## src/rtl/tmds_encoder.sv

```systemverilog
// TMDS 8b/10b channel encoder: transition-minimised, DC-balanced video words and fixed control tokens.
// Latency: 2 pixel_clk cycles, registered in two stages. tmds_data is driven directly from a flop.
// Backpressure: none. The encoder accepts one input and emits one word on every pixel_clk.
//
// Ports:
//   pixel_clk  - pixel clock; all state updates on the rising edge
//   rst_n      - asynchronous active-low reset (release synchronised externally)
//   de         - data enable: 1 = video period, 0 = blanking/control period
//   data[7:0]  - pixel component, used only when de=1
//   ctrl[1:0]  - {C1,C0} control bits, used only when de=0
//   tmds_data  - 10-bit encoded word, bit 0 transmitted first
module tmds_encoder (
  input  logic       pixel_clk,
  input  logic       rst_n,
  input  logic       de,
  input  logic [7:0] data,
  input  logic [1:0] ctrl,
  output logic [9:0] tmds_data
);

  localparam logic [9:0] TOK_00 = 10'h354;
  localparam logic [9:0] TOK_01 = 10'h0AB;
  localparam logic [9:0] TOK_10 = 10'h154;
  localparam logic [9:0] TOK_11 = 10'h2AB;

  // ---------------------------------------------------------------
  // Stage 1: transition minimisation
  // ---------------------------------------------------------------
  logic [3:0] w_n1_d;
  logic       w_use_xnor;
  logic [8:0] w_qm;

  always_comb begin
    w_n1_d = 4'd0;
    for (int i = 0; i < 8; i++) begin
      w_n1_d = w_n1_d + {3'b000, data[i]};
    end
  end

  // XNOR chaining is picked when it yields fewer transitions. The tie at
  // four ones is broken on D[0] so that encoding stays deterministic.
  assign w_use_xnor = (w_n1_d > 4'd4) || ((w_n1_d == 4'd4) && !data[0]);

  always_comb begin
    w_qm    = 9'd0;
    w_qm[0] = data[0];
    for (int i = 1; i < 8; i++) begin
      w_qm[i] = w_use_xnor ? ~(w_qm[i-1] ^ data[i]) : (w_qm[i-1] ^ data[i]);
    end
    w_qm[8] = ~w_use_xnor;
  end

  logic       r_de;
  logic [1:0] r_ctrl;
  logic [8:0] r_qm;

  always_ff @(posedge pixel_clk or negedge rst_n) begin
    if (!rst_n) begin
      r_de   <= 1'b0;
      r_ctrl <= 2'b00;
      r_qm   <= 9'd0;
    end else begin
      r_de   <= de;
      r_ctrl <= ctrl;
      r_qm   <= w_qm;
    end
  end

  // ---------------------------------------------------------------
  // Stage 2: DC balancing and the control token mux
  // ---------------------------------------------------------------
  logic [3:0]        w_n1_q;
  logic signed [5:0] w_bal;       // n1 - n0 of q_m[7:0], range -8..+8
  logic signed [5:0] w_cnt_ext;
  logic signed [5:0] w_cnt_nxt;
  logic [9:0]        w_word;
  logic              w_cnt_zero;
  logic              w_cnt_pos;
  logic              w_cnt_neg;
  logic signed [4:0] r_cnt;       // running disparity; bounded to +/-10, never wraps
  logic [9:0]        r_tmds_data;

  always_comb begin
    w_n1_q = 4'd0;
    for (int i = 0; i < 8; i++) begin
      w_n1_q = w_n1_q + {3'b000, r_qm[i]};
    end
  end

  // n1 - n0 = 2*n1 - 8. Six bits are used so that 2*n1 = 16 does not wrap.
  assign w_bal      = $signed({1'b0, w_n1_q, 1'b0}) - 6'sd8;
  assign w_cnt_ext  = {r_cnt[4], r_cnt};
  assign w_cnt_zero = (r_cnt == 5'sd0);
  assign w_cnt_neg  = r_cnt[4];
  assign w_cnt_pos  = !w_cnt_neg && !w_cnt_zero;

  always_comb begin
    w_word    = TOK_00;
    w_cnt_nxt = 6'sd0;
    if (!r_de) begin
      // Blanking resets the disparity, so the next video word starts balanced.
      case (r_ctrl)
        2'b00:   w_word = TOK_00;
        2'b01:   w_word = TOK_01;
        2'b10:   w_word = TOK_10;
        default: w_word = TOK_11;
      endcase
      w_cnt_nxt = 6'sd0;
    end else if (w_cnt_zero || (w_bal == 6'sd0)) begin
      w_word    = {~r_qm[8], r_qm[8], (r_qm[8] ? r_qm[7:0] : ~r_qm[7:0])};
      w_cnt_nxt = w_cnt_ext + (r_qm[8] ? w_bal : -w_bal);
    end else if ((w_cnt_pos && (w_bal > 6'sd0)) || (w_cnt_neg && (w_bal < 6'sd0))) begin
      // Disparity would grow further, so send the inverted byte.
      w_word    = {1'b1, r_qm[8], ~r_qm[7:0]};
      w_cnt_nxt = w_cnt_ext + (r_qm[8] ? 6'sd2 : 6'sd0) - w_bal;
    end else begin
      w_word    = {1'b0, r_qm[8], r_qm[7:0]};
      w_cnt_nxt = w_cnt_ext + w_bal - (r_qm[8] ? 6'sd0 : 6'sd2);
    end
  end

  always_ff @(posedge pixel_clk or negedge rst_n) begin
    if (!rst_n) begin
      r_cnt       <= 5'sd0;
      r_tmds_data <= TOK_00;
    end else begin
      r_cnt       <= w_cnt_nxt[4:0];
      r_tmds_data <= w_word;
    end
  end

  assign tmds_data = r_tmds_data;

endmodule

```

## config.mk

```make
export PLATFORM = sky130hd
export DESIGN_NAME = tmds_encoder
export DESIGN_NICKNAME = d
export VERILOG_FILES = /design/src/rtl/tmds_encoder.sv
export SDC_FILE = /design/constraint.sdc
export NUM_CORES = 1
export LEC_CHECK = 0
export CAP_MARGIN = 0
export CORE_UTILIZATION = 40
export CTS_CLUSTER_SIZE = 20
export DETAILED_ROUTE_END_ITERATION = 8
export PLACE_DENSITY_LB_ADDON = 0.3
export REMOVE_ABC_BUFFERS = 1
export SKIP_CTS_REPAIR_TIMING = 1
export SLEW_MARGIN = 20
export SYNTH_ARGS = -nofsm -noshare
export SYNTH_HDL_FRONTEND = slang
export SYNTH_SLANG_ARGS = --single-unit
```

## constraint.sdc

```tcl
create_clock -name pixel_clk -period 5.21 [get_ports pixel_clk]
set_input_delay 1.563 -clock pixel_clk [delete_from_list [all_inputs] [get_ports pixel_clk]]
set_output_delay 1.563 -clock pixel_clk [all_outputs]
set_load 0.01 [all_outputs]
```

==> results of run 1 <==
## cells in the mapped netlist
master / instances / area share, %
sky130_fd_sc_hd__a311oi_1: 1 / 0.43
sky130_fd_sc_hd__a21oi_1: 16 / 3.9
sky130_fd_sc_hd__inv_1: 36 / 6.6
sky130_fd_sc_hd__bufinv_8: 1 / 0.85
sky130_fd_sc_hd__xnor2_1: 21 / 9.0
sky130_fd_sc_hd__nor3b_1: 2 / 0.73
sky130_fd_sc_hd__xor3_2: 1 / 1.2
sky130_fd_sc_hd__fa_1: 13 / 13
sky130_fd_sc_hd__clkbuf_1: 2 / 0.37
sky130_fd_sc_hd__nor3_1: 2 / 0.49
sky130_fd_sc_hd__a221oi_2: 1 / 0.73
sky130_fd_sc_hd__a31o_1: 1 / 0.43
sky130_fd_sc_hd__xnor2_2: 3 / 2.4
sky130_fd_sc_hd__a22oi_1: 2 / 0.73
sky130_fd_sc_hd__mux2i_1: 2 / 0.97
sky130_fd_sc_hd__o22a_1: 1 / 0.43
sky130_fd_sc_hd__or3_1: 1 / 0.30
sky130_fd_sc_hd__nor2_4: 1 / 0.55
sky130_fd_sc_hd__ha_1: 25 / 15
sky130_fd_sc_hd__a21o_1: 3 / 1.1
sky130_fd_sc_hd__and2_1: 2 / 0.61
sky130_fd_sc_hd__dfstp_2: 5 / 6.4
sky130_fd_sc_hd__o21ai_0: 2 / 0.49
sky130_fd_sc_hd__mux2_2: 1 / 0.55
sky130_fd_sc_hd__o21ai_1: 3 / 0.73
sky130_fd_sc_hd__o22ai_1: 1 / 0.30
sky130_fd_sc_hd__nor2b_1: 1 / 0.30
sky130_fd_sc_hd__a21oi_2: 1 / 0.43
sky130_fd_sc_hd__dfrtp_1: 21 / 26
sky130_fd_sc_hd__nor2_1: 4 / 0.73
sky130_fd_sc_hd__o2111a_1: 1 / 0.55
sky130_fd_sc_hd__xor2_1: 6 / 2.6
sky130_fd_sc_hd__nand2_1: 6 / 1.1
sky130_fd_sc_hd__o31ai_1: 1 / 0.37
sky130_fd_sc_hd__a31oi_1: 1 / 0.30
## logic make-up (layout without fill, tap and decap cells)
logic type / count (synthesis) / in the layout
AOI/OAI and AO/OA: 35 / 35
muxes: 3 / 3
xor gates and xnor gates: 31 / 31
and+or+nand+nor: 19 / 19
DFF: 26 / 26
adders and majority gates: 38 / 38
buffers and inverters: 39 / 66
## metrics by stage
stage	instances	hold slack [ns]	setup WS (ns)
2_1_floorplan	189	0.5113	0.5428
5_1_grt	285	0.6063	0.03627
4_1_cts	285	0.5625	0.2321
3_5_place_dp	281	0.5449	-0.05708
6_report	285	0.5655	0.2868
3_3_place_gp	281	0.5539	0.1020
## layout by cell type (no fill, tap or decap), drive strengths merged, types with 2 or more instances in the layout
cell | Yosys | layout
inv | 36 | 36
ha | 25 | 25
xnor2 | 24 | 24
clkdlybuf4s50 | 0 | 21
dfrtp | 21 | 21
a21oi | 17 | 17
fa | 13 | 13
xor2 | 6 | 6
nand2 | 6 | 6
dfstp | 5 | 5
nor2 | 5 | 5
o21ai | 5 | 5
clkbuf | 2 | 4
buf | 0 | 4
a21o | 3 | 3
a22oi | 2 | 2
and2 | 2 | 2
mux2i | 2 | 2
nor3 | 2 | 2
nor3b | 2 | 2
## layer usage
metal  track usage, %  vias up  share of wire (%)
li1                 -      669                  -
met3            2.606        6                1.8
met1            19.48      604                 47
met4            3.419        0                1.6
met2            24.77       24                 49
met5                0        -                  0
## flip-flops by register name (all words and copies together) (netlist names)
register	cells
r_cnt	4
r_ctrl	2
r_de	1
r_qm	9
tmds_data	10
## worst max-delay path, delay by kind of cell
| kind | cells | cell delay [ns] |
|---|---|---|
| adder cells (fa/ha/maj) | 5 | 2.11 |
| AO/OA/AOI/OAI | 2 | 0.28 |
| buffers and inverters | 3 | 0.58 |
| AND/OR/NAND/NOR | 1 | 0.28 |
| XOR/XNOR | 2 | 0.31 |
## how the worst min path moves through the flow
| stage | end | slack (ns) |
|---|---|---|
| floorplan | tmds_data[4]$_DFF_PN1_ | 0.51 |
| global placement | tmds_data[6]$_DFF_PN1_ | 0.55 |
| detailed placement | tmds_data[6]$_DFF_PN1_ | 0.54 |
| CTS | tmds_data[6]$_DFF_PN1_ | 0.56 |
| global route | tmds_data[4]$_DFF_PN1_ | 0.61 |
| finish | tmds_data[6]$_DFF_PN1_ | 0.57 |
## layout make-up
cell class | count | area share, %
sequential | 26 | 27.10
timing repair buffer | 25 | 9.809
tap | 67 | 3.459
multi-input combinational | 126 | 51.06
inverter | 37 | 6.298
clock buffer | 4 | 2.272
==> run_summary.xml, run 1 <==
<?xml version="1.0" encoding="UTF-8"?>
<metrics>
  <group name="cells_and_area">
    <metric name="seq_area" unit="sq um">656.9</metric>
    <metric name="post_route_cells_drive_above_1_share" unit="%">10.09</metric>
    <metric name="layout_nets" unit="">270</metric>
    <metric name="syn_to_final_growth" unit="%">17.97</metric>
    <metric name="fillers" unit="">470</metric>
    <metric name="design_area" unit="sq um">2424</metric>
    <metric name="multi_input_comb_area" unit="sq um">1237</metric>
    <metric name="final_core_utilization" unit="%">50.31</metric>
    <metric name="n_antenna_cell" unit="">0</metric>
  </group>
  <group name="run">
    <metric name="max-cap-violations" unit="">0</metric>
  </group>
  <group name="global_routing">
    <metric name="antenna_found_initial" unit="">0</metric>
    <metric name="grt_start_max_net_pins" unit="">27</metric>
    <metric name="via_count_of_the_first_global_routing_pass" unit="">1360</metric>
    <metric name="grt_use_total" unit="%">14.64</metric>
    <metric name="gr-total-overflow" unit="">0</metric>
    <metric name="first_pass_grt_wire_length" unit="mm">6.051</metric>
  </group>
  <group name="clock_tree">
    <metric name="tritoncts" unit="">yes</metric>
    <metric name="clockRootBuffer" unit="">sky130_fd_sc_hd__clkbuf_8</metric>
    <metric name="cts_num_sinks" unit="">26</metric>
    <metric name="cts.clk_slew.worst_paths" unit="ns">0.08</metric>
    <metric name="htreeDepth" unit="">1</metric>
    <metric name="number_of_clock_buffers_inserted_by_tritoncts" unit="">3</metric>
    <metric name="maximum_buffer_depth_of_the_clock_tree" unit="">2</metric>
    <metric name="clock_latency" unit="ns">0.26</metric>
  </group>
  <group name="sta">
    <metric name="timing.setup.tns" unit="ns">0</metric>
    <metric name="setup-violations-final" unit="">0</metric>
    <metric name="max_slew_margin" unit="%">62.77</metric>
    <metric name="worst_clk_skew" unit="ns">0.001794</metric>
    <metric name="final_worst_path_period_need" unit="ns">4.923</metric>
    <metric name="worst_pin_slew" unit="ns">0.5542</metric>
    <metric name="setup_repair_after_global_routing_missed_its_margin" unit="">false</metric>
    <metric name="hold_vio_cnt_final" unit="">0</metric>
    <metric name="timing_max_transition_violations_final" unit="">0</metric>
    <metric name="post_route_clock_period_utilization" unit="%">94.49</metric>
    <metric name="maximum_clock_frequency" unit="MHz">203.1</metric>
  </group>
  <group name="routing">
    <metric name="post_drt_via_cell_ratio" unit="">4.572</metric>
    <metric name="num_vias" unit="">1303</metric>
    <metric name="drc_errors" unit="">0</metric>
    <metric name="wl_per_cell" unit="microns">11.79</metric>
    <metric name="ant_nets" unit="">0</metric>
    <metric name="number_of_drc_markers_after_the_initial_detailed_route_iteration" unit="">78</metric>
    <metric name="drt-pass1-iter-count" unit="">4</metric>
    <metric name="finalWirelength" unit="mm">3.360</metric>
  </group>
  <group name="worst_setup_path">
    <metric name="setup.worst_path.start_class" unit="">input port</metric>
    <metric name="timing.critical_path.slowest_cell_delay" unit="ns">0.55</metric>
    <metric name="worst_setup_path_startpoint" unit="">data[0]</metric>
    <metric name="cp_max_fo" unit="">2</metric>
    <metric name="capture_point_of_the_worst_reg_to_reg_path" unit="">r_cnt[4]$_DFF_PN0_</metric>
    <metric name="timing_worst_setup_path_type" unit="">in -&gt; reg</metric>
    <metric name="worst-endpoint-arrival" unit="ns">5.11</metric>
    <metric name="cp_data_required_time" unit="ns">5.40</metric>
    <metric name="critical_path.endpoint_type" unit="">flip-flop</metric>
    <metric name="beginning_of_the_worst_register_to_register_path" unit="">r_qm[0]$_DFF_PN0_</metric>
    <metric name="critical_path.slowest_cell" unit="">sky130_fd_sc_hd__fa_1</metric>
    <metric name="critical_path.cell_chain" unit="">clkdlybuf4s50_1 &gt; inv_1 &gt; fa_1 &gt; fa_1 &gt; fa_1 &gt; inv_1 &gt; ha_1 &gt; fa_1 &gt; nor3b_1 &gt; o21ai_1 &gt; a21oi_2 &gt; xnor2_1 &gt; xnor2_1</metric>
    <metric name="internal_reg_to_reg_setup_slack" unit="ns">0.58</metric>
    <metric name="ff_to_ff_path_depth" unit="">16</metric>
    <metric name="crit_end" unit="">r_qm[7]$_DFF_PN0_</metric>
    <metric name="timing.critical_path.mode_cell" unit="">sky130_fd_sc_hd__fa_1</metric>
  </group>
  <group name="floorplanning">
    <metric name="initial_core_util" unit="%">42.65</metric>
    <metric name="chip_height" unit="microns">73.67</metric>
    <metric name="die_w" unit="microns">73.67</metric>
    <metric name="dieArea" unit="sq um">5427</metric>
    <metric name="boundaryPins" unit="">23</metric>
    <metric name="placement_rows" unit="">25</metric>
    <metric name="core_area" unit="sq um">4817</metric>
  </group>
  <group name="placement">
    <metric name="routabilityCongestion" unit="">0.7879</metric>
    <metric name="place_area" unit="sq um">2374</metric>
    <metric name="portBuffers" unit="">22</metric>
    <metric name="hpwl" unit="mm">2.857</metric>
  </group>
  <group name="logic_synthesis">
    <metric name="postSynthRegisterBits" unit="">26</metric>
    <metric name="syn-instance-count" unit="">191</metric>
    <metric name="complex_gate_fraction_of_the_synthesized_area" unit="%">10.90</metric>
    <metric name="syn-mean-instance-area" unit="sq um">10.76</metric>
    <metric name="synth_top_family_by_area" unit="">adder cells</metric>
    <metric name="netlist_area" unit="sq um">2054</metric>
    <metric name="synth-simple-area-share" unit="%">4.811</metric>
    <metric name="synth.yosys.warnings" unit="">0</metric>
    <metric name="synthXorXnorAreaFrac" unit="%">15.10</metric>
    <metric name="post_synth_num_cell_types" unit="">35</metric>
    <metric name="ys_seq_area_share" unit="%">31.97</metric>
    <metric name="share_of_synthesized_area_spent_on_multiplexers" unit="%">1.523</metric>
    <metric name="yosys.area_share.adder" unit="%">27.89</metric>
  </group>
  <group name="min_path">
    <metric name="worst_hold_startpoint" unit="">r_qm[6]$_DFF_PN0_</metric>
    <metric name="worst_min_delay_path_class" unit="">reg -&gt; reg</metric>
    <metric name="hold_depth" unit="">2</metric>
  </group>
  <group name="outcome">
    <metric name="run_status" unit="">finished clean</metric>
  </group>
</metrics>
Power of run 1 is not shown: default switching activity piles up to over one toggle a cycle in this logic, so the estimate is an artifact.
==> run 2: changes to the inputs <==
PLACE_DENSITY_LB_ADDON = not set   (was 0.3)
==> run_summary.xml, run 2 (synthesized netlist as in run 1, its figures left out) <==
<?xml version="1.0" encoding="UTF-8"?>
<metrics>
  <group name="floorplanning">
    <metric name="boundaryPins" unit="">23</metric>
    <metric name="initial_core_util" unit="%">42.65</metric>
    <metric name="core_area" unit="sq um">4817</metric>
    <metric name="placement_rows" unit="">25</metric>
    <metric name="die_w" unit="microns">73.67</metric>
    <metric name="chip_height" unit="microns">73.67</metric>
    <metric name="dieArea" unit="sq um">5427</metric>
  </group>
  <group name="cells_and_area">
    <metric name="syn_to_final_growth" unit="%">17.60</metric>
    <metric name="layout_commonest_cell" unit="">sky130_fd_sc_hd__inv_1</metric>
    <metric name="layout_nets" unit="">269</metric>
    <metric name="post_route_cells_drive_above_1_share" unit="%">9.677</metric>
    <metric name="n_antenna_cell" unit="">0</metric>
    <metric name="largest_reg_flops" unit="">10</metric>
    <metric name="mostFrequentLayoutCells" unit="">sky130_fd_sc_hd__inv_1, sky130_fd_sc_hd__ha_1, sky130_fd_sc_hd__xnor2_1, sky130_fd_sc_hd__clkdlybuf4s50_1, sky130_fd_sc_hd__dfrtp_1</metric>
  </group>
  <group name="global_routing">
    <metric name="grt_use_total" unit="%">14.42</metric>
    <metric name="grt_start_max_net_pins" unit="">27</metric>
    <metric name="antenna_found_initial" unit="">0</metric>
    <metric name="via_count_of_the_first_global_routing_pass" unit="">1243</metric>
    <metric name="first_pass_grt_wire_length" unit="mm">5.927</metric>
    <metric name="gr-total-overflow" unit="">0</metric>
  </group>
  <group name="routing">
    <metric name="ant_nets" unit="">0</metric>
    <metric name="num_vias" unit="">1303</metric>
    <metric name="finalWirelength" unit="mm">3.443</metric>
    <metric name="drc_errors" unit="">0</metric>
    <metric name="post_drt_via_cell_ratio" unit="">4.588</metric>
    <metric name="wl_per_cell" unit="microns">12.12</metric>
    <metric name="number_of_drc_markers_after_the_initial_detailed_route_iteration" unit="">91</metric>
    <metric name="drt-pass1-iter-count" unit="">4</metric>
  </group>
  <group name="min_path">
    <metric name="worst_min_delay_path_class" unit="">reg -&gt; reg</metric>
    <metric name="hold_depth" unit="">2</metric>
  </group>
  <group name="clock_tree">
    <metric name="maximum_buffer_depth_of_the_clock_tree" unit="">2</metric>
    <metric name="cts_num_sinks" unit="">26</metric>
    <metric name="cts.clk_slew.worst_paths" unit="ns">0.09</metric>
    <metric name="htreeDepth" unit="">1</metric>
    <metric name="clock_latency" unit="ns">0.27</metric>
    <metric name="clockRootBuffer" unit="">sky130_fd_sc_hd__clkbuf_8</metric>
    <metric name="tritoncts" unit="">yes</metric>
    <metric name="number_of_clock_buffers_inserted_by_tritoncts" unit="">3</metric>
  </group>
  <group name="worst_setup_path">
    <metric name="setup.worst_path.start_class" unit="">input port</metric>
    <metric name="timing.critical_path.mode_cell" unit="">sky130_fd_sc_hd__fa_1</metric>
    <metric name="critical_path.slowest_cell" unit="">sky130_fd_sc_hd__fa_1</metric>
    <metric name="cp_max_fo" unit="">4</metric>
    <metric name="timing.critical_path.slowest_cell_delay" unit="ns">0.56</metric>
    <metric name="worst-endpoint-arrival" unit="ns">5.09</metric>
    <metric name="ff_to_ff_path_depth" unit="">15</metric>
    <metric name="critical_path.endpoint_type" unit="">flip-flop</metric>
    <metric name="cp_data_required_time" unit="ns">5.40</metric>
    <metric name="critical_path.cell_chain" unit="">clkdlybuf4s50_1 &gt; inv_1 &gt; fa_1 &gt; fa_1 &gt; fa_1 &gt; inv_1 &gt; ha_1 &gt; fa_1 &gt; nor3b_1 &gt; o21ai_1 &gt; a21oi_2 &gt; buf_4 &gt; xor2_1</metric>
    <metric name="timing_worst_setup_path_type" unit="">in -&gt; reg</metric>
  </group>
  <group name="sta">
    <metric name="setup_repair_after_global_routing_missed_its_margin" unit="">false</metric>
    <metric name="hold_vio_cnt_final" unit="">0</metric>
    <metric name="post_route_clock_period_utilization" unit="%">94.04</metric>
    <metric name="timing.setup.tns" unit="ns">0</metric>
    <metric name="final_worst_path_period_need" unit="ns">4.899</metric>
    <metric name="timing_max_transition_violations_final" unit="">0</metric>
    <metric name="maximum_clock_frequency" unit="MHz">204.1</metric>
    <metric name="max_slew_margin" unit="%">56.42</metric>
    <metric name="worst_clk_skew" unit="ns">0.005476</metric>
    <metric name="worst_pin_slew" unit="ns">0.6488</metric>
    <metric name="setup-violations-final" unit="">0</metric>
  </group>
  <group name="outcome">
    <metric name="run_status" unit="">finished clean</metric>
  </group>
  <group name="placement">
    <metric name="portBuffers" unit="">22</metric>
    <metric name="routabilityCongestion" unit="">0.8323</metric>
    <metric name="hpwl" unit="mm">2.859</metric>
  </group>
  <group name="run">
    <metric name="max-cap-violations" unit="">0</metric>
  </group>
</metrics>
[run 2: cell type report]
class / instances / area [sq um]
multi-input combinational: 126 / 1237
inverter: 37 / 152.6
clock buffer: 4 / 55.05
sequential: 26 / 656.9
timing repair buffer: 24 / 230.2
fill: 485 / 2401
tap: 67 / 83.83
[run 2: stage by stage]
stage / setup slack [ns] / instances / area [sq um] / hold WS, ns / util, %
after floorplan: 0.5428 / 189 / 2047 / 0.5113 / -
after global placement: 0.1069 / 280 / 2366 / 0.5518 / 49.12
after detailed placement: 0.005165 / 280 / 2366 / 0.5558 / 49.12
after CTS: 0.2979 / 284 / 2421 / 0.5722 / 50.26
after global routing: 0.1424 / 284 / 2416 / 0.5981 / 50.16
final: 0.3107 / 284 / 2416 / 0.5618 / 50.16
[run 2: final timing paths]
check | start | end | slack (ns)
max | data[0] | r_qm[5]$_DFF_PN0_ | 0.31
min | r_qm[6]$_DFF_PN0_ | tmds_data[6]$_DFF_PN1_ | 0.56
max reg2reg | r_qm[0]$_DFF_PN0_ | tmds_data[3]$_DFF_PN0_ | 0.59
min reg2reg | r_qm[6]$_DFF_PN0_ | tmds_data[6]$_DFF_PN1_ | 0.56
max in group asynchronous | rst_n | tmds_data[8]$_DFF_PN1_ | 3.56
min in group asynchronous | rst_n | r_ctrl[1]$_DFF_PN0_ | 1.27
[run 2: critical path: cells and delay by family]
| family | cells | cell delay (ns) |
|---|---|---|
| and+or+nand+nor | 1 | 0.28 |
| AOI/OAI and AO/OA | 2 | 0.28 |
| buffers and inverters | 4 | 0.74 |
| adders and majority gates | 5 | 2.11 |
| xor gates and xnor gates | 1 | 0.14 |
[run 2: metal layers]
layer	track usage (%)	up-vias	wire (microns)
li1	-	665	-
met1	21.41	603	1727
met2	22.32	31	1572
met3	1.646	4	101
met4	3.846	0	42
met5	0	-	0
Power of run 2 is left out for the same reason.
